[config.mk]
export PLATFORM = sky130hd
export DESIGN_NAME = exe_stage
export DESIGN_NICKNAME = d
export VERILOG_FILES = /design/src/rtl/exe_stage.sv
export SDC_FILE = /design/constraint.sdc
export NUM_CORES = 2
export LEC_CHECK = 0
export ABC_AREA = 1
export CORE_MARGIN = 1.5
export CORE_UTILIZATION = 55
export DETAILED_ROUTE_END_ITERATION = 8
export GPL_ROUTABILITY_DRIVEN = 0
export MAX_ROUTING_LAYER = met4
export PLACE_DENSITY = 0.74
export SETUP_SLACK_MARGIN = 0.3
export SLEW_MARGIN = 15
export SYNTH_ARGS = -nofsm -noshare
export SYNTH_HDL_FRONTEND = slang
export SYNTH_SLANG_ARGS = --single-unit
[constraint.sdc]
create_clock -name clk -period 7.9 [get_ports clk]
set_input_delay 1.58 -clock clk [delete_from_list [all_inputs] [get_ports clk]]
set_output_delay 1.58 -clock clk [all_outputs]
set_load 0.02 [all_outputs]
[src/rtl/exe_stage.sv]
// Execute stage of a four-lane 16-bit SIMD pipeline.
// Single-cycle ALU ops complete in one edge. MUL runs as a 4-step nibble-serial
// multiply, and stall_out holds the ID/EXE register while the multiply runs.
module exe_stage (
    input  logic        clk,
    input  logic        reset,
    input  logic        stop_in,
    input  logic        regWrite_in,
    input  logic        memWrite_in,
    input  logic        branch_in,
    input  logic        resultSrc_in,
    input  logic [3:0]  rd_in,
    input  logic [3:0]  aluControl_in,
    input  logic [15:0] op01_in,
    input  logic [15:0] op11_in,
    input  logic [15:0] op21_in,
    input  logic [15:0] op31_in,
    input  logic [15:0] op02_in,
    input  logic [15:0] op12_in,
    input  logic [15:0] op22_in,
    input  logic [15:0] op32_in,
    output logic [15:0] res0_out,
    output logic [15:0] res1_out,
    output logic [15:0] res2_out,
    output logic [15:0] res3_out,
    output logic [3:0]  rd_out,
    output logic        regWrite_out,
    output logic        memWrite_out,
    output logic        resultSrc_out,
    output logic        branchTaken_out,
    output logic        zero_out,
    output logic        stall_out
);

    localparam logic [3:0] OpMul = 4'd9;

    typedef enum logic [0:0] {StIdle, StMul} state_e;

    state_e      state_q, state_d;
    logic [1:0]  cnt_q, cnt_d;

    // Operands and control captured when a multiply starts
    logic [15:0] a_q   [4];
    logic [15:0] a_d   [4];
    logic [15:0] b_q   [4];
    logic [15:0] b_d   [4];
    logic [15:0] acc_q [4];
    logic [15:0] acc_d [4];
    logic [3:0]  cap_rd_q, cap_rd_d;
    logic        cap_rw_q, cap_rw_d;
    logic        cap_mw_q, cap_mw_d;
    logic        cap_rs_q, cap_rs_d;

    // Output registers
    logic [15:0] res_q [4];
    logic [15:0] res_d [4];
    logic [3:0]  rd_q, rd_d;
    logic        rw_q, rw_d;
    logic        mw_q, mw_d;
    logic        rs_q, rs_d;
    logic        bt_q, bt_d;
    logic        zero_q, zero_d;

    logic [15:0] op_a    [4];
    logic [15:0] op_b    [4];
    logic [15:0] alu_res [4];
    logic [15:0] acc_nxt [4];
    logic [3:0]  nib     [4];
    logic [15:0] prod    [4];
    logic        alu_zero;
    logic        mul_zero;

    // Single-cycle lane operations; opcode 9 is sequenced by the FSM instead.
    function automatic logic [15:0] lane_alu(input logic [3:0]  op,
                                             input logic [15:0] a,
                                             input logic [15:0] b);
        logic [3:0]  sh;
        logic [4:0]  rsh;
        logic [15:0] r;
        sh  = b[3:0];
        rsh = 5'd16 - {1'b0, sh};
        case (op)
            4'd0:    r = a + b;
            4'd1:    r = a - b;
            4'd2:    r = a & b;
            4'd3:    r = a | b;
            4'd4:    r = a ^ b;
            4'd5:    r = a << sh;
            4'd6:    r = a >> sh;
            // A shift by 16 yields 0, so sh == 0 degenerates cleanly to a
            4'd7:    r = (a << sh) | (a >> rsh);
            4'd8:    r = (a >> sh) | (a << rsh);
            4'd10:   r = a;
            4'd11:   r = b;
            4'd12:   r = (a == b) ? 16'hFFFF : 16'h0000;
            default: r = 16'h0000;
        endcase
        return r;
    endfunction

    // Lane operand fan-in, single-cycle results and multiply partial products
    always_comb begin
        op_a[0] = op01_in;
        op_a[1] = op11_in;
        op_a[2] = op21_in;
        op_a[3] = op31_in;
        op_b[0] = op02_in;
        op_b[1] = op12_in;
        op_b[2] = op22_in;
        op_b[3] = op32_in;
        for (int i = 0; i < 4; i++) begin
            alu_res[i] = lane_alu(aluControl_in, op_a[i], op_b[i]);
            nib[i]     = b_q[i][{cnt_q, 2'b00} +: 4];
            prod[i]    = a_q[i] * {12'd0, nib[i]};
            acc_nxt[i] = acc_q[i] + (prod[i] << {cnt_q, 2'b00});
        end
        alu_zero = (alu_res[0] == 16'h0) && (alu_res[1] == 16'h0) &&
                   (alu_res[2] == 16'h0) && (alu_res[3] == 16'h0);
        mul_zero = (acc_nxt[0] == 16'h0) && (acc_nxt[1] == 16'h0) &&
                   (acc_nxt[2] == 16'h0) && (acc_nxt[3] == 16'h0);
    end

    // Hold ID/EXE while a multiply is being issued or is still running
    always_comb begin
        stall_out = stop_in |
                    ((state_q == StIdle) && (aluControl_in == OpMul)) |
                    ((state_q == StMul) && (cnt_q != 2'd3));
    end

    // FSM next state, multiply datapath and output register updates
    always_comb begin
        state_d  = state_q;
        cnt_d    = cnt_q;
        cap_rd_d = cap_rd_q;
        cap_rw_d = cap_rw_q;
        cap_mw_d = cap_mw_q;
        cap_rs_d = cap_rs_q;
        rd_d     = rd_q;
        rw_d     = rw_q;
        mw_d     = mw_q;
        rs_d     = rs_q;
        bt_d     = bt_q;
        zero_d   = zero_q;
        for (int i = 0; i < 4; i++) begin
            a_d[i]   = a_q[i];
            b_d[i]   = b_q[i];
            acc_d[i] = acc_q[i];
            res_d[i] = res_q[i];
        end

        if (!stop_in) begin
            case (state_q)
                StIdle: begin
                    if (aluControl_in == OpMul) begin
                        for (int i = 0; i < 4; i++) begin
                            a_d[i]   = op_a[i];
                            b_d[i]   = op_b[i];
                            acc_d[i] = 16'h0;
                        end
                        cap_rd_d = rd_in;
                        cap_rw_d = regWrite_in;
                        cap_mw_d = memWrite_in;
                        cap_rs_d = resultSrc_in;
                        cnt_d    = 2'd0;
                        state_d  = StMul;
                        // Bubble: results, rd and resultSrc keep their values
                        rw_d     = 1'b0;
                        mw_d     = 1'b0;
                        bt_d     = 1'b0;
                    end else begin
                        for (int i = 0; i < 4; i++) begin
                            res_d[i] = alu_res[i];
                        end
                        rd_d   = rd_in;
                        rw_d   = regWrite_in;
                        mw_d   = memWrite_in;
                        rs_d   = resultSrc_in;
                        bt_d   = branch_in & (op01_in == op02_in);
                        zero_d = alu_zero;
                    end
                end
                StMul: begin
                    for (int i = 0; i < 4; i++) begin
                        acc_d[i] = acc_nxt[i];
                    end
                    if (cnt_q == 2'd3) begin
                        for (int i = 0; i < 4; i++) begin
                            res_d[i] = acc_nxt[i];
                        end
                        rd_d    = cap_rd_q;
                        rw_d    = cap_rw_q;
                        mw_d    = cap_mw_q;
                        rs_d    = cap_rs_q;
                        bt_d    = 1'b0;
                        zero_d  = mul_zero;
                        cnt_d   = 2'd0;
                        state_d = StIdle;
                    end else begin
                        cnt_d = cnt_q + 2'd1;
                        rw_d  = 1'b0;
                        mw_d  = 1'b0;
                        bt_d  = 1'b0;
                    end
                end
                default: begin
                    state_d = StIdle;
                    cnt_d   = 2'd0;
                end
            endcase
        end
    end

    // State and output registers with asynchronous active-low reset
    always_ff @(posedge clk or negedge reset) begin
        if (!reset) begin
            state_q  <= StIdle;
            cnt_q    <= 2'd0;
            cap_rd_q <= 4'd0;
            cap_rw_q <= 1'b0;
            cap_mw_q <= 1'b0;
            cap_rs_q <= 1'b0;
            rd_q     <= 4'd0;
            rw_q     <= 1'b0;
            mw_q     <= 1'b0;
            rs_q     <= 1'b0;
            bt_q     <= 1'b0;
            zero_q   <= 1'b0;
            for (int i = 0; i < 4; i++) begin
                a_q[i]   <= 16'h0;
                b_q[i]   <= 16'h0;
                acc_q[i] <= 16'h0;
                res_q[i] <= 16'h0;
            end
        end else begin
            state_q  <= state_d;
            cnt_q    <= cnt_d;
            cap_rd_q <= cap_rd_d;
            cap_rw_q <= cap_rw_d;
            cap_mw_q <= cap_mw_d;
            cap_rs_q <= cap_rs_d;
            rd_q     <= rd_d;
            rw_q     <= rw_d;
            mw_q     <= mw_d;
            rs_q     <= rs_d;
            bt_q     <= bt_d;
            zero_q   <= zero_d;
            for (int i = 0; i < 4; i++) begin
                a_q[i]   <= a_d[i];
                b_q[i]   <= b_d[i];
                acc_q[i] <= acc_d[i];
                res_q[i] <= res_d[i];
            end
        end
    end

    assign res0_out        = res_q[0];
    assign res1_out        = res_q[1];
    assign res2_out        = res_q[2];
    assign res3_out        = res_q[3];
    assign rd_out          = rd_q;
    assign regWrite_out    = rw_q;
    assign memWrite_out    = mw_q;
    assign resultSrc_out   = rs_q;
    assign branchTaken_out = bt_q;
    assign zero_out        = zero_q;

endmodule

After elaboration in Yosys (flattened, before gate mapping)
Cells that the tools add are included.
{"block": "word_totals", "ff_bits": 275, "in_bits": 143, "elab_cells": 175}
{"block": "op_classes", "n_addsub": 17, "multipliers": 4, "n_eq_ne": 21, "n_shift": 24, "mux": 36, "n_bitwise": 25, "reduce_logical": 20}
{"cell": "$pmux 16 s12", "n": 4}
{"cell": "$pmux 64 s2", "n": 2}
{"cell": "$mux 64", "n": 3}
{"cell": "$or 16x16->16", "n": 12}
{"cell": "$add 16x16->16", "n": 8}
{"cell": "$logic_not 16->1", "n": 8}
{"cell": "$shl 16x4->16", "n": 8}
{"cell": "$and 16x16->16", "n": 4}
{"cell": "$eq 16x16->1", "n": 4}
{"cell": "$mul 16x4->16", "n": 4}
{"cell": "$mux 16", "n": 4}
{"cell": "$shiftx 16x5->4", "n": 4}
{"cell": "$shl 16x5->16", "n": 4}
{"cell": "$shr 16x4->16", "n": 4}
{"cell": "$shr 16x5->16", "n": 4}
{"cell": "$sub 16x16->16", "n": 4}
{"cell": "$xor 16x16->16", "n": 4}
{"cell": "$eq 4x4->1 const B", "n": 5}
{"cell": "$sub 5x4->5 const A", "n": 4}
{"cell": "$eq 4x3->1 const B", "n": 4}
{"cell": "$pmux 1 s2", "n": 6}
{"cell": "$mux 1", "n": 11}
{"cell": "$eq 4x2->1 const B", "n": 2}
{"cell": "$logic_and 1x1->1", "n": 8}
{"cell": "15 further kinds", "n": 22}

Longest topological paths before layout
{"block": "logic_depth", "ltp_word": 10, "depth_mapped": 41, "ltp_nobuf": 39}

Worst setup path before layout
Ideal clock, no wire load.
{"block": "synth_path", "path_kind": "register to register", "startpoint": "reg cnt_q[0]", "endpoint": "reg zero_q (netlist: zero_out)", "setup_time_ps": 67, "arrival_ps": 5610, "slack_ps": 2224, "stages_incl_launch_ff": 41, "path_cell_list": "dfrtp_1 > inv_2 > buf_6 > buf_12 > nand2_1 > nand3_1 > and2_1 > inv_1 > clkbuf_1 > nor2_1 > fa_1 > inv_1 > fa_1 > inv_1 > ha_1 > a21oi_1 > o21ai_0 > xor2_1 > [5 not listed] > nand2_1 > nor2_1 > nor2_1 > nand2_1 > nand2_1 > nand2_1 > a21oi_1 > o21ai_0 > or2_2 > nand2_1 > nand2_1 > nor2_1 > nand4_1 > nor3_1 > nand4_1 > nand2_1 > nand2_1 > nand2_1"}
{"block": "synth_between", "elab_chain_cells": 10, "word_cells_on_any_way": 28}
{"element": "from (decl)", "line_no": "40", "text": "logic [1:0] cnt_q, cnt_d;"}
{"element": "from (signal assigned)", "line_no": "236", "text": "cnt_q <= cnt_d;"}
{"element": "$shiftx 16x5->4", "line_no": "113", "text": "nib[i] = b_q[i][{cnt_q, 2'b00} +: 4];"}
{"element": "$mul 16x4->16", "line_no": "114", "text": "prod[i] = a_q[i] * {12'd0, nib[i]};"}
{"element": "$shl 16x4->16", "line_no": "115", "text": "acc_nxt[i] = acc_q[i] + (prod[i] << {cnt_q, 2'b00});"}
{"element": "$add 16x16->16", "line_no": "115"}
{"element": "$logic_not 16->1", "line_no": "119", "text": "mul_zero = (acc_nxt[0] == 16'h0) && (acc_nxt[1] == 16'h0) &&"}
{"element": "$logic_and 1x1->1 (2 in a row)", "line_no": "119"}
{"element": "$logic_and 1x1->1", "line_no": "120", "text": "(acc_nxt[2] == 16'h0) && (acc_nxt[3] == 16'h0);"}
{"element": "$mux 1", "line_no": "186", "text": "if (cnt_q == 2'd3) begin"}
{"element": "$pmux 1 s2", "line_no": "152", "text": "case (state_q)"}
{"element": "to (signal assigned)", "line_no": "246", "text": "zero_q <= zero_d;"}
{"element": "to (decl)", "line_no": "62", "text": "logic zero_q, zero_d;"}
Parallel ways exist; a longest one is shown, timed or not. The select of a mux whose other input is x is not followed.
A chain may end at the register's enable or synchronous reset.

Final worst setup path
Ends and elaborated chain as after synthesis.

==> flow_summary.json <==
{
  "initial_core_util_pct": 55.6,
  "grt_pass1_vias": 44200,
  "critical-path-max-stage-delay_ps": 500,
  "synth_cell_type_count": 64,
  "p_sw_share_pct": 53.9,
  "yosysTopAreaCell": "dfrtp_1",
  "synth_seq_cells": 275,
  "hp-class": "register to register",
  "met3_usage_pct": 15.3,
  "fin_tns_setup_ps": 0,
  "critPathLaunch": "cnt_q[0]",
  "synthTopCellsByCount": "nand2_1 (1759), o21ai_0 (816), inv_1 (784)",
  "hold_depth": 2,
  "routedWlPerCell_um": 21.8,
  "hpwl_um": 128000,
  "postCtsHoldBufs": 0,
  "final_antenna_net_count": 0,
  "crit_top_cell": "nand2_1",
  "pwr-share-comb_pct": 67.8,
  "synth_nets": 7246,
  "layout-drive-gt1-share_pct": 4.03,
  "startpoint_type": "register",
  "drt_pass1_iterations": 9,
  "clockRootBuffer": "clkbuf_16",
  "via_per_inst": 6.28,
  "io_pins": 217,
  "setup_viol": 0,
  "numClockSinks": 275,
  "use_met2_pct": 60.9,
  "synth_ff_type": "dfrtp_1",
  "antenna_found_initial": 6,
  "fin_area_um2": 44300,
  "worst_r2r_endpoint": "zero_out",
  "critical_path_class": "register to register",
  "max_slew_margin_pct": 21.5,
  "grt_pass1_wl_um": 254000,
  "cp_max_fo": 33,
  "busiest_layer": "met2",
  "grt_max_degree": 149,
  "rr_startpoint": "cnt_q[0]",
  "cts_tree": "yes",
  "avgSynthCellArea_um2": 6.08,
  "num_vias": 48200,
  "core_um2": 73000,
  "die_y_um": 274,
  "htreeDepth": 1,
  "grt_use_met1_pct": 57.2,
  "fin_crit_ps": 6720,
  "cpMaxStageDelayCell": "fa_1",
  "cts_buffers": 31,
  "synth_top_area_share_pct": 17.0,
  "async_flop_share_pct": 100,
  "fmax_mhz": 149,
  "rsz0062_at_grt": "no",
  "synth_most_common_cell": "nand2_1",
  "drt_iter0_markers": 7195,
  "violations": "DRC",
  "cts-resized-gates": 0,
  "area_growth_pct": 9.25,
  "cts_buffer_depth": 3,
  "die_area_um2": 75300,
  "r2r_slack_ps": 1180,
  "postCtsSetupBuffers": 0,
  "critical_path_arrival_ps": 7270,
  "critPathCaptureType": "register",
  "hold_end": "res0_out[7]",
  "hold_viol": 0,
  "min_from": "res0_out[7]",
  "ys_warn_count": 0,
  "synth_area_um2": 40500,
  "outcome": "finished with violations",
  "power_switching_uw": 6730,
  "port-buffer-count": 216,
  "maxCapViolCount": 0,
  "synth_seq_area_share_pct": 17.0,
  "fin_skew_ps": 32.5,
  "placed_area_um2": 43200,
  "intPower_uw": 5770,
  "drc_errors": 31,
  "r2r_cells": 36,
  "synthCells": 6669,
  "clk_pin_slew_ps": 70,
  "p_clk_share_pct": 12.6,
  "synth_edf_count": 0,
  "nNetsFinal": 7254,
  "insertion_delay_ps": 610,
  "track_usage_pct": 44.5,
  "die_w_um": 274,
  "period_share_pct": 85.0,
  "leakagePower_uw": 0.0216,
  "slew_violations": 0,
  "finalWirelength_um": 167000,
  "vdd_drop_max_v": 0.000308,
  "seq_power_share_pct": 19.6,
  "grt-ovfl-total": 0,
  "p_per_area_nw_per_um2": 282,
  "tightest_slew_ps": 1170,
  "synth.area.top_cells": "dfrtp_1 (17%), nand2_1 (16%), o21ai_0 (10%), ha_1 (9.9%), inv_1 (7.3%)",
  "cp.required_ps": 8450,
  "fillers": 7183,
  "rows": 99
}
per-layer routing:
metal | wire length [µm] | share of wire, % | vias to the layer above
li1 | - | - | 22000
met1 | 63900 | 38 | 21700
met2 | 66200 | 40 | 3519
met3 | 25800 | 15 | 928
met4 | 11300 | 6.8 | 0
met5 | 0 | 0 | -
kinds of logic after synthesis:
kind of cell,synth area share [%]
simple gates,30.3
compound gates,23.9
buf+inv,11.1
fa+ha+maj,15.5
flops,17.0
xor+xnor,1.96
mux,0.204
worst max-delay path, delay by kind of cell (launching register included):
kind / cells / cell delay (ps)
AO/OA/AOI/OAI: 11 / 1740
XOR/XNOR: 1 / 160
adder cells (fa/ha/maj): 4 / 1710
buffers and inverters: 2 / 600
flip-flops: 1 / 390
AND/OR/NAND/NOR: 18 / 2010
power by group through the flow:
stage          combinational, µW  clock (µW)  sequential, µW
5_1_grt                     9300        1630            2510
6_report                    8470        1570            2450
3_5_place_dp                8200           0            2450
4_1_cts                     8240        1580            2430
3_3_place_gp                8070           0            2440
2_1_floorplan               5550           0            2490
worst max-delay path by stage:
stage,to,slack [ps],depth (start not counted)
6_report,zero_out,1180,36
3_3_place_gp,zero_out,1440,36
3_5_place_dp,zero_out,1310,37
5_1_grt,zero_out,490,36
4_1_cts,zero_out,1280,37
2_1_floorplan,zero_out,2220,40
stage by stage:
stage	utilization, %	hold slack [ps]	cells	setup slack [ps]	total power [µW]
global placement	59.2	462	7603	1440	10500
global route	60.7	503	7668	488	13400
CTS	60.7	484	7660	1280	12300
finish	60.7	476	7670	1180	12500
floorplan	-	448	6669	2220	8050
detailed placement	59.2	468	7603	1310	10600
flip-flops by register name, indices dropped and copies added (netlist names), 4 cells and up:
register  cells
a_q          64
acc_q        64
b_q          64
cap_rd_q      4
rd_out        4
res0_out     16
res1_out     16
res2_out     16
res3_out     16
layout make-up:
cell class / count / area, µm² / area share (%)
Clock buffer: 42 / 887 / 2.00
Multi-Input combinational cell: 5247 / 29200 / 65.9
Sequential cell: 275 / 6890 / 15.5
Inverter: 821 / 3080 / 6.96
Clock inverter: 15 / 205 / 0.463
Tap cell: 959 / 1200 / 2.71
Antenna cell: 10 / 25.0 / 0.0565
Timing Repair Buffer: 301 / 2830 / 6.38
cells in the final DEF, fill, tap and decap left out, drive strengths merged, types with 21 or more instances in the layout:
| cell type | count |
|---|---|
| nand3 | 308 |
| o221ai | 27 |
| or2 | 60 |
| o21a | 31 |
| a21boi | 42 |
| clkdlybuf4s50 | 214 |
| a31oi | 26 |
| nor3 | 72 |
| a211oi | 37 |
| nand4 | 74 |
| ha | 322 |
| o21ai | 863 |
| clkbuf | 42 |
| fa | 112 |
| o21bai | 21 |
| o2111ai | 28 |
| nand2 | 1773 |
| dfrtp | 275 |
| xor2 | 55 |
| buf | 87 |
| xnor2 | 31 |
| nor2 | 674 |
| inv | 812 |
| o211ai | 84 |
| a21oi | 391 |
| o22ai | 113 |
Note: power is estimated with default switching activity, not from simulation.
